$ cat config.mk
export PLATFORM = sky130hd
export DESIGN_NAME = base4_multiplier
export DESIGN_NICKNAME = d
export VERILOG_FILES = /design/src/rtl/base4_multiplier.sv
export SDC_FILE = /design/constraint.sdc
export NUM_CORES = 1
export LEC_CHECK = 0
export CAP_MARGIN = 30
export CELL_PAD_IN_SITES_DETAIL_PLACEMENT = 2
export CELL_PAD_IN_SITES_GLOBAL_PLACEMENT = 2
export CORE_MARGIN = 4
export CORE_UTILIZATION = 43
export CTS_BUF_LIST = sky130_fd_sc_hd__clkbuf_8
export CTS_CLUSTER_DIAMETER = 40
export DETAILED_ROUTE_END_ITERATION = 16
export PLACE_DENSITY = 0.95
export SETUP_SLACK_MARGIN = 0.15
export SLEW_MARGIN = 40
export SYNTH_ARGS = -nofsm -noshare
export SYNTH_HDL_FRONTEND = slang
export SYNTH_SLANG_ARGS = --single-unit
$ cat constraint.sdc
create_clock -name clk -period 7.8 [get_ports clk]
set_input_delay 1.95 -clock clk [delete_from_list [all_inputs] [get_ports clk]]
set_output_delay 1.95 -clock clk [all_outputs]
set_load 0.03 [all_outputs]
$ cat src/rtl/base4_multiplier.sv
// Iterative radix-4 Booth multiplier for RV32M MUL/MULH/MULHSU/MULHU.
// Retires one Booth digit per cycle, with a one-entry result cache and a zero-operand shortcut.
module base4_multiplier #(
  parameter int WIDTH = 32
) (
  input  logic             clk,
  input  logic             rst,
  input  logic [WIDTH-1:0] multiplicand,
  input  logic [WIDTH-1:0] multiplier,
  input  logic [1:0]       op,
  input  logic             input_valid,
  output logic [WIDTH-1:0] result,
  output logic             output_valid,
  output logic             busy
);

  localparam int DIGITS = (WIDTH + 2) / 2;
  localparam int AW     = 2 * WIDTH + 2;
  localparam int BW     = WIDTH + 2;
  localparam int CW     = $clog2(DIGITS);

  typedef enum logic [2:0] {IDLE, PREPROCESS, MULTIPLY, DONE, CACHED} state_t;

  state_t            state_q;
  logic [WIDTH-1:0]  a_q, b_q;
  logic [1:0]        op_q;
  logic [AW-1:0]     mcand_q;
  logic [BW-1:0]     mplier_q;
  logic              bprev_q;
  logic [AW-1:0]     acc_q, acc_d;
  logic [CW-1:0]     cnt_q;
  logic [WIDTH-1:0]  cache_a_q, cache_b_q, cache_res_q;
  logic [1:0]        cache_op_q;
  logic              cache_vld_q;
  logic [WIDTH-1:0]  result_q;
  logic              ovld_q;
  logic [WIDTH-1:0]  prod_slice;
  logic              cache_hit, zero_op, a_sgn, b_sgn;

  // Booth digit {-2,-1,0,+1,+2} selected by bits {b[2i+1], b[2i], b[2i-1]}.
  function automatic logic [AW-1:0] booth_term(input logic [2:0] bits, input logic [AW-1:0] a);
    logic [AW-1:0] t;
    case (bits)
      3'b001, 3'b010: t = a;
      3'b011:         t = a << 1;
      3'b100:         t = -(a << 1);
      3'b101, 3'b110: t = -a;
      default:        t = '0;
    endcase
    return t;
  endfunction

  always_comb begin
    acc_d      = acc_q + booth_term({mplier_q[1:0], bprev_q}, mcand_q);
    prod_slice = (op_q == 2'b00) ? acc_d[WIDTH-1:0] : acc_d[2*WIDTH-1:WIDTH];
    cache_hit  = cache_vld_q && (a_q == cache_a_q) && (b_q == cache_b_q) && (op_q == cache_op_q);
    zero_op    = (a_q == '0) || (b_q == '0);
    a_sgn      = ((op_q == 2'b01) || (op_q == 2'b10)) && a_q[WIDTH-1];
    b_sgn      = (op_q == 2'b01) && b_q[WIDTH-1];
  end

  always_ff @(posedge clk or negedge rst) begin
    if (!rst) begin
      state_q     <= IDLE;
      a_q         <= '0;
      b_q         <= '0;
      op_q        <= '0;
      mcand_q     <= '0;
      mplier_q    <= '0;
      bprev_q     <= 1'b0;
      acc_q       <= '0;
      cnt_q       <= '0;
      cache_a_q   <= '0;
      cache_b_q   <= '0;
      cache_op_q  <= '0;
      cache_res_q <= '0;
      cache_vld_q <= 1'b0;
      result_q    <= '0;
      ovld_q      <= 1'b0;
    end else begin
      ovld_q <= 1'b0;
      case (state_q)
        IDLE: begin
          if (input_valid) begin
            a_q     <= multiplicand;
            b_q     <= multiplier;
            op_q    <= op;
            state_q <= PREPROCESS;
          end
        end
        PREPROCESS: begin
          if (cache_hit) begin
            result_q <= cache_res_q;
            ovld_q   <= 1'b1;
            state_q  <= CACHED;
          end else if (zero_op) begin
            result_q <= '0;
            ovld_q   <= 1'b1;
            state_q  <= DONE;
          end else begin
            mcand_q  <= {{(AW-WIDTH){a_sgn}}, a_q};
            mplier_q <= {{(BW-WIDTH){b_sgn}}, b_q};
            bprev_q  <= 1'b0;
            acc_q    <= '0;
            cnt_q    <= CW'(DIGITS - 1);
            state_q  <= MULTIPLY;
          end
        end
        MULTIPLY: begin
          acc_q    <= acc_d;
          mcand_q  <= mcand_q << 2;
          mplier_q <= {2'b00, mplier_q[BW-1:2]};
          bprev_q  <= mplier_q[1];
          cnt_q    <= cnt_q - 1'b1;
          if (cnt_q == '0) begin
            result_q <= prod_slice;
            ovld_q   <= 1'b1;
            state_q  <= DONE;
          end
        end
        DONE: begin
          // result_q already holds this operation's answer; capture it for reuse.
          cache_a_q   <= a_q;
          cache_b_q   <= b_q;
          cache_op_q  <= op_q;
          cache_res_q <= result_q;
          cache_vld_q <= 1'b1;
          state_q     <= IDLE;
        end
        CACHED:  state_q <= IDLE;
        default: state_q <= IDLE;
      endcase
    end
  end

  assign result       = result_q;
  assign output_valid = ovld_q;
  assign busy         = (state_q != IDLE);

endmodule

==> run_results.csv, run 1 <==
group,metric,value,unit
critical_path,critPathLaunchType,"flip-flop",
drt,drc,0,
die,pin_count,103,
synth,synth.avg_cell_area,8.809,um2
synth,ys_ff_latch,368,
grt,grt.total_usage,39.27,%
timing,rsz0062_at_grt,"false",
clock_tree,clock-root-buffer,"clkbuf_8",
synth,async_reset_ff_share,100.0,%
clock_tree,cts_setup_buffers,0,
die,core-area,52870,um2
layout,seq_area,9210,um2
synth,synth_fa_ha_area_share,3.771,%
status,outcome,"finished clean",
flow_run,drv_cap,0,
timing,finalCritPeriodShare,91.73,%
grt,antenna_found_initial,3,
layout,multi_input_area,12990,um2
synth,synth_seq_area_share,39.87,%
critical_path,critPathMaxStageDelay,0.51,ns
layout,layout_commonest_cell,"nand2_1",
synth,yosysUniqueCellTypes,82,
clock_tree,clockBufferDepth,3,
synth,synthCells,2622,
timing,tightestPinTransition,0.9061,ns
drt,detail-route-antenna-nets,0,
drt,drt_iter0_markers,2225,
layout,drive_above_1_share,13.72,%
timing,hold_viol_final,0,
synth,ys.flop_type,"dfrtp_1",
clock_tree,cts_tree,"built",
synth,synthXorXnorAreaFrac,7.124,%
die,initial_core_util,43.69,%
drt,wirelength,114900,um
timing,skew,0.05108,ns
layout,syn_to_final_growth,14.04,%
layout,layout.nets,2787,
grt,grt_pass1_wl,170800,um
synth,syn_area,23100,um2
synth,synth_top_family_by_area,"compound AO/OA/AOI/OAI gates",
drt,dr.pass1.iters,7,
synth,synth-edff-count,0,
die,dieArea,57480,um2
critical_path,path_cells,"inv_1 -> ha_1 -> or3b_4 -> nor3_2 -> nand4_1 -> nor4_1 -> xnor2_1 -> nor2_1 -> a211oi_1 -> a21oi_1 -> a21oi_1 -> ha_1 -> nand2_1 -> nor4_1 -> inv_1 -> o211ai_1 -> o211ai_1 -> o31ai_1 -> xnor2_1 -> mux2_2 -> o21ai_0 -> mux2_2",
synth,synth-simple-area-share,18.02,%
synth,yosysWarnings,0,
clock_tree,clk_latency,0.73,ns
clock_tree,cts_buffers,78,
hold_path,hp-class,"reg -> reg",
die,fp-row-count,84,
timing,finalSetupViolations,0,
critical_path,critical_path_peak_fanout,7,
place,hpwl,72100,um
synth,synth_top_area_share,39.87,%
synth,synth_top_area_cell,"dfrtp_1",
drt,route.detailed.vias_per_inst,6.816,
timing,period_minus_slack,7.155,ns
synth,synthMuxAreaShare,7.676,%
synth,synth_nets,2760,
synth,synth_compound_area_share,19.35,%
critical_path,cp_slowest_cell,"nor4_1",
critical_path,crit_type,"reg -> reg",
clock_tree,path_clk_slew,0.08,ns
place,place_congestion,0.9393,
die,die_h,239.8,um
grt,grt-ovfl-total,0,
drt,post_drt_wl_per_cell,33.86,um
critical_path,cp-end-kind,"flip-flop",
die,die_w,239.8,um
timing,max_freq,0.1398,GHz
timing,finalSetupTns,0,ns
critical_path,critPathArrivalTime,7.75,ns
clock_tree,htreeDepth,3,
place,io_buffers,102,
drt,num_vias,23130,
grt,grt_pass1_vias,25600,
timing,relSlewSlack,39.59,%
clock_tree,numClockSinks,368,
layout,fillers,5533,
layout,layout_common_cells,"nand2_1, dfrtp_1, nor2_1",
clock_tree,cts_hold_buf,0,
critical_path,cp.required,8.40,ns
grt,grt_start_max_net_pins,100,
synth,synthTopCellsByArea,"dfrtp_1, mux2_2, nand2_1",
timing,slew_viol_final,0,
clock_tree,cts_resized,0,
-- final timing paths --
check                                            start                           to  slack, ns  cells past startpoint
max                             mcand_q[0]$_DFFE_PN0P_       result[16]$_DFFE_PN0P_       0.65                     22
max reg2reg                     mcand_q[0]$_DFFE_PN0P_       result[16]$_DFFE_PN0P_       0.65                     22
min reg2reg                cache_res_q[22]$_DFFE_PN0N_  cache_res_q[22]$_DFFE_PN0N_       0.50                      1
max in group asynchronous                          rst    cache_a_q[15]$_DFFE_PN0N_       5.34                      3
min                        cache_res_q[22]$_DFFE_PN0N_  cache_res_q[22]$_DFFE_PN0N_       0.50                      1
min in group asynchronous                          rst        acc_q[58]$_DFFE_PN0P_       1.14                      1
-- final cells by class --
type | instances | share of cell area (%)
flip-flops and latches | 368 | 34.97
clock inverters | 41 | 1.463
diodes | 1 | 0.009501
multi-input cells | 2012 | 49.33
well taps | 688 | 3.268
clock buffers | 94 | 4.912
repair buffers | 142 | 5.373
inverters | 47 | 0.6698
-- flip-flops by register name (all words and copies together) (netlist names) --
| name | count |
|---|---|
| result | 32 |
| output_valid | 1 |
| b_q | 32 |
| cache_b_q | 32 |
| cnt_q | 5 |
| acc_q | 64 |
| state_q | 3 |
| cache_vld_q | 1 |
| cache_res_q | 32 |
| mcand_q | 64 |
| bprev_q | 1 |
| mplier_q | 33 |
| cache_a_q | 32 |
| a_q | 32 |
| cache_op_q | 2 |
| op_q | 2 |
-- through the flow --
| stage | hold slack [ns] | utilization (%) | instances | setup WS, ns | area [um2] |
|---|---|---|---|---|---|
| global route | 0.5224 | 49.82 | 3393 | 0.4398 | 26340 |
| detailed placement | 0.4716 | 46.54 | 3256 | 1.285 | 24610 |
| CTS | 0.5026 | 49.72 | 3391 | 0.7720 | 26290 |
| global placement | 0.4507 | 46.41 | 3254 | 1.631 | 24530 |
| floorplan | 0.4350 | - | 2622 | 2.587 | 23100 |
| finish | 0.5017 | 49.82 | 3393 | 0.6451 | 26340 |
-- routing by layer --
metal / global-route usage, % / up-vias / part of all wire [%]
li1: - / 9478 / -
met1: 44.61 / 11810 / 36
met3: 7.703 / 547 / 6.5
met4: 27.74 / 6 / 9.0
met2: 66.32 / 1285 / 48
met5: 0 / - / 0.037
-- cells by family after synthesis --
family                     Yosys count
xor gates and xnor gates           187
AOI/OAI and AO/OA                  717
DFF                                368
muxes                              158
and+or+nand+nor                    881
adders and majority gates           69
buffers and inverters              242
-- Yosys cell counts (29+ instances only) --
library cell and instances:
nand4_1 38, o21ai_0 165, xor2_1 73, nor4_1 33, a21oi_1 170, inv_1 47, ha_1 68, mux2_2 153
dfrtp_1 368, nor2_1 187, a21o_1 30, o22ai_1 57, a22oi_1 45, and3_1 29, clkbuf_1 156, nand3_1 31
nand2_1 406, nor3_1 41, xnor2_1 113, a31oi_1 74
-- worst max-delay path, delay by kind of cell (launching register included) --
family / cells / cell delay, ns
AOI/OAI and AO/OA: 7 / 1.96
xor gates and xnor gates: 2 / 0.55
adders and majority gates: 2 / 0.64
buffers and inverters: 2 / 0.31
DFF: 1 / 0.45
muxes: 2 / 0.62
and+or+nand+nor: 7 / 2.48
Power of run 1 is not shown: default switching activity piles up to over one toggle a cycle in this logic, so the estimate is an artifact.
==> run 2, diff against run 1 <==
--- a/config.mk
+++ b/config.mk
@@ -8,7 +8,7 @@
 export CAP_MARGIN = 30
 export CELL_PAD_IN_SITES_DETAIL_PLACEMENT = 2
 export CELL_PAD_IN_SITES_GLOBAL_PLACEMENT = 2
-export CORE_MARGIN = 4
+export CORE_MARGIN = 5
 export CORE_UTILIZATION = 43
 export CTS_BUF_LIST = sky130_fd_sc_hd__clkbuf_8
 export CTS_CLUSTER_DIAMETER = 40
==> constraint.sdc (replaced) <==
create_clock -name clk -period 7.8 [get_ports clk]
set_input_delay 1.56 -clock clk [delete_from_list [all_inputs] [get_ports clk]]
set_output_delay 1.56 -clock clk [all_outputs]
set_load 0.03 [all_outputs]
==> run 2 against run 1 <==
Flip-flop and latch count stayed put. Global-route usage is 2.0 points lower. Via count is 0.54% lower. First-iteration DRC count is 8.9% lower. Die area is 1.7% higher. Register-to-register slack better by 0.02 ns. Clock skew is 0.016 ns higher. Non-clock buffer count is 3 lower. Wire length is 1.5% lower. Clock-buffer cell count is 1 lower. Utilization is 0.60 points lower. Worst setup slack better by 0.019 ns.
==> run_results.csv, run 2 (same netlist as run 1, synthesis figures left out) <==
group,metric,value,unit
clock_tree,clk_latency,0.75,ns
clock_tree,numClockSinks,368,
status,outcome,"finished clean",
layout,drive_above_1_share,13.72,%
flow_run,drv_cap,0,
drt,num_vias,23000,
critical_path,crit_type,"reg -> reg",
clock_tree,cts_resized,0,
critical_path,cp-end-kind,"flip-flop",
drt,dr.pass1.iters,5,
layout,largest_registers,"acc_q (64), mcand_q (64), mplier_q (33)",
layout,layout.nets,2784,
critical_path,cp.required,8.35,ns
drt,drt_iter0_markers,2028,
timing,relSlewSlack,28.63,%
layout,layout_commonest_cell,"nand2_1",
grt,antenna_found_initial,2,
clock_tree,cts_hold_buf,0,
timing,finalSetupTns,0,ns
critical_path,rrSetupSlack,0.66,ns
die,dieArea,58450,um2
timing,max_freq,0.1401,GHz
grt,grt_start_max_net_pins,104,
layout,syn_to_final_growth,14.01,%
die,die_w,241.8,um
grt,grt_pass1_wl,168200,um
drt,post_drt_wl_per_cell,33.26,um
critical_path,critical_path_peak_fanout,7,
hold_path,hp-class,"reg -> reg",
timing,finalSetupViolations,0,
timing,finalCritPeriodShare,91.49,%
die,die_h,241.8,um
timing,period_minus_slack,7.136,ns
die,initial_core_util,43.17,%
timing,rsz0062_at_grt,"false",
grt,grt_pass1_vias,25520,
clock_tree,htreeDepth,3,
drt,detail-route-antenna-nets,0,
drt,wirelength,113100,um
timing,hold_viol_final,0,
die,fp-row-count,85,
layout,utilization,49.22,%
place,hpwl,73300,um
grt,grt.total_usage,37.31,%
clock_tree,path_clk_slew,0.06,ns
clock_tree,clockBufferDepth,3,
timing,skew,0.06680,ns
place,place_congestion,0.9353,
timing,holdWs,0.5011,ns
die,core-area,53500,um2
grt,grt-ovfl-total,0,
drt,drc,0,
critical_path,critPathLaunchType,"flip-flop",
timing,tightestPinTransition,1.059,ns
clock_tree,cts_buffers,78,
clock_tree,cts_tree,"built",
critical_path,critPathArrivalTime,7.69,ns
layout,layout_common_cells,"nand2_1, dfrtp_1, nor2_1",
timing,slew_viol_final,0,
place,io_buffers,102,
clock_tree,clock-root-buffer,"clkbuf_8",
die,pin_count,103,
clock_tree,cts_setup_buffers,0,
drt,route.detailed.vias_per_inst,6.763,
-- run 2: cell types whose count changed in the layout (fill, tap and decap cells not counted), moves of 2 or more --
cell / change
buf_16: -2
inv_1: +3
buf_4: -5
clkinv_2: -4
clkinvlp_4: +2
buf_6: +4
-- run 2: metrics by stage --
step / instances / worst slack (ns) / cell area [um2]
floorplan: 2622 / 2.587 / 23100
global placement: 3261 / 1.269 / 24540
detailed placement: 3262 / 0.9208 / 24580
CTS: 3400 / 0.5926 / 26300
global route: 3401 / 0.6521 / 26330
finish: 3401 / 0.6640 / 26330
-- run 2: path summary, 6_finish.rpt --
path                                                  from                    endpoint  depth (start not counted)
worst min register to register  cache_res_q[5]$_DFFE_PN0N_  cache_res_q[5]$_DFFE_PN0N_                          1
min in group asynchronous                              rst       result[9]$_DFFE_PN0P_                          1
worst max-delay path                mcand_q[8]$_DFFE_PN0P_      result[17]$_DFFE_PN0P_                         20
worst max register to register      mcand_q[8]$_DFFE_PN0P_      result[17]$_DFFE_PN0P_                         20
max in group asynchronous                              rst    cache_b_q[6]$_DFFE_PN0N_                          2
worst min-delay path            cache_res_q[5]$_DFFE_PN0N_  cache_res_q[5]$_DFFE_PN0N_                          1
-- run 2: worst max-delay path: stages (launching register included) --
cell and delay (ns):
dfrtp_1 0.51, nor3_2 0.75, nand3b_4 0.18, or3_4 0.39, or3_4 0.38, or3_1 0.36, a21oi_2 0.21, nor2_1 0.08
a211oi_1 0.24, a21oi_1 0.07, a21oi_1 0.23, ha_1 0.36, nand4_1 0.18, or3_1 0.43, a31oi_1 0.65, o211ai_1 0.31
a21o_1 0.29, a21oi_1 0.36, a21oi_1 0.14, a311oi_1 0.66, o21ai_0 0.19
-- run 2: per-layer routing --
metal,vias to the layer above,share of wire [%],track usage [%]
met3,480,5.8,6.162
met4,2,8.3,26.18
met2,1191,49,64.46
li1,9460,-,-
met1,11870,37,42.15
met5,-,0.012,0
-- run 2: cell type report --
cell class,count,area [um2]
Fill cell,5639,27160
Clock buffer,93,1280
Inverter,47,176.4
Sequential cell,368,9210
Antenna cell,1,2.502
Clock inverter,45,432.9
Tap cell,696,870.8
Multi-Input combinational cell,2012,12990
Timing Repair Buffer,139,1368
Power of run 2 is left out for the same reason.
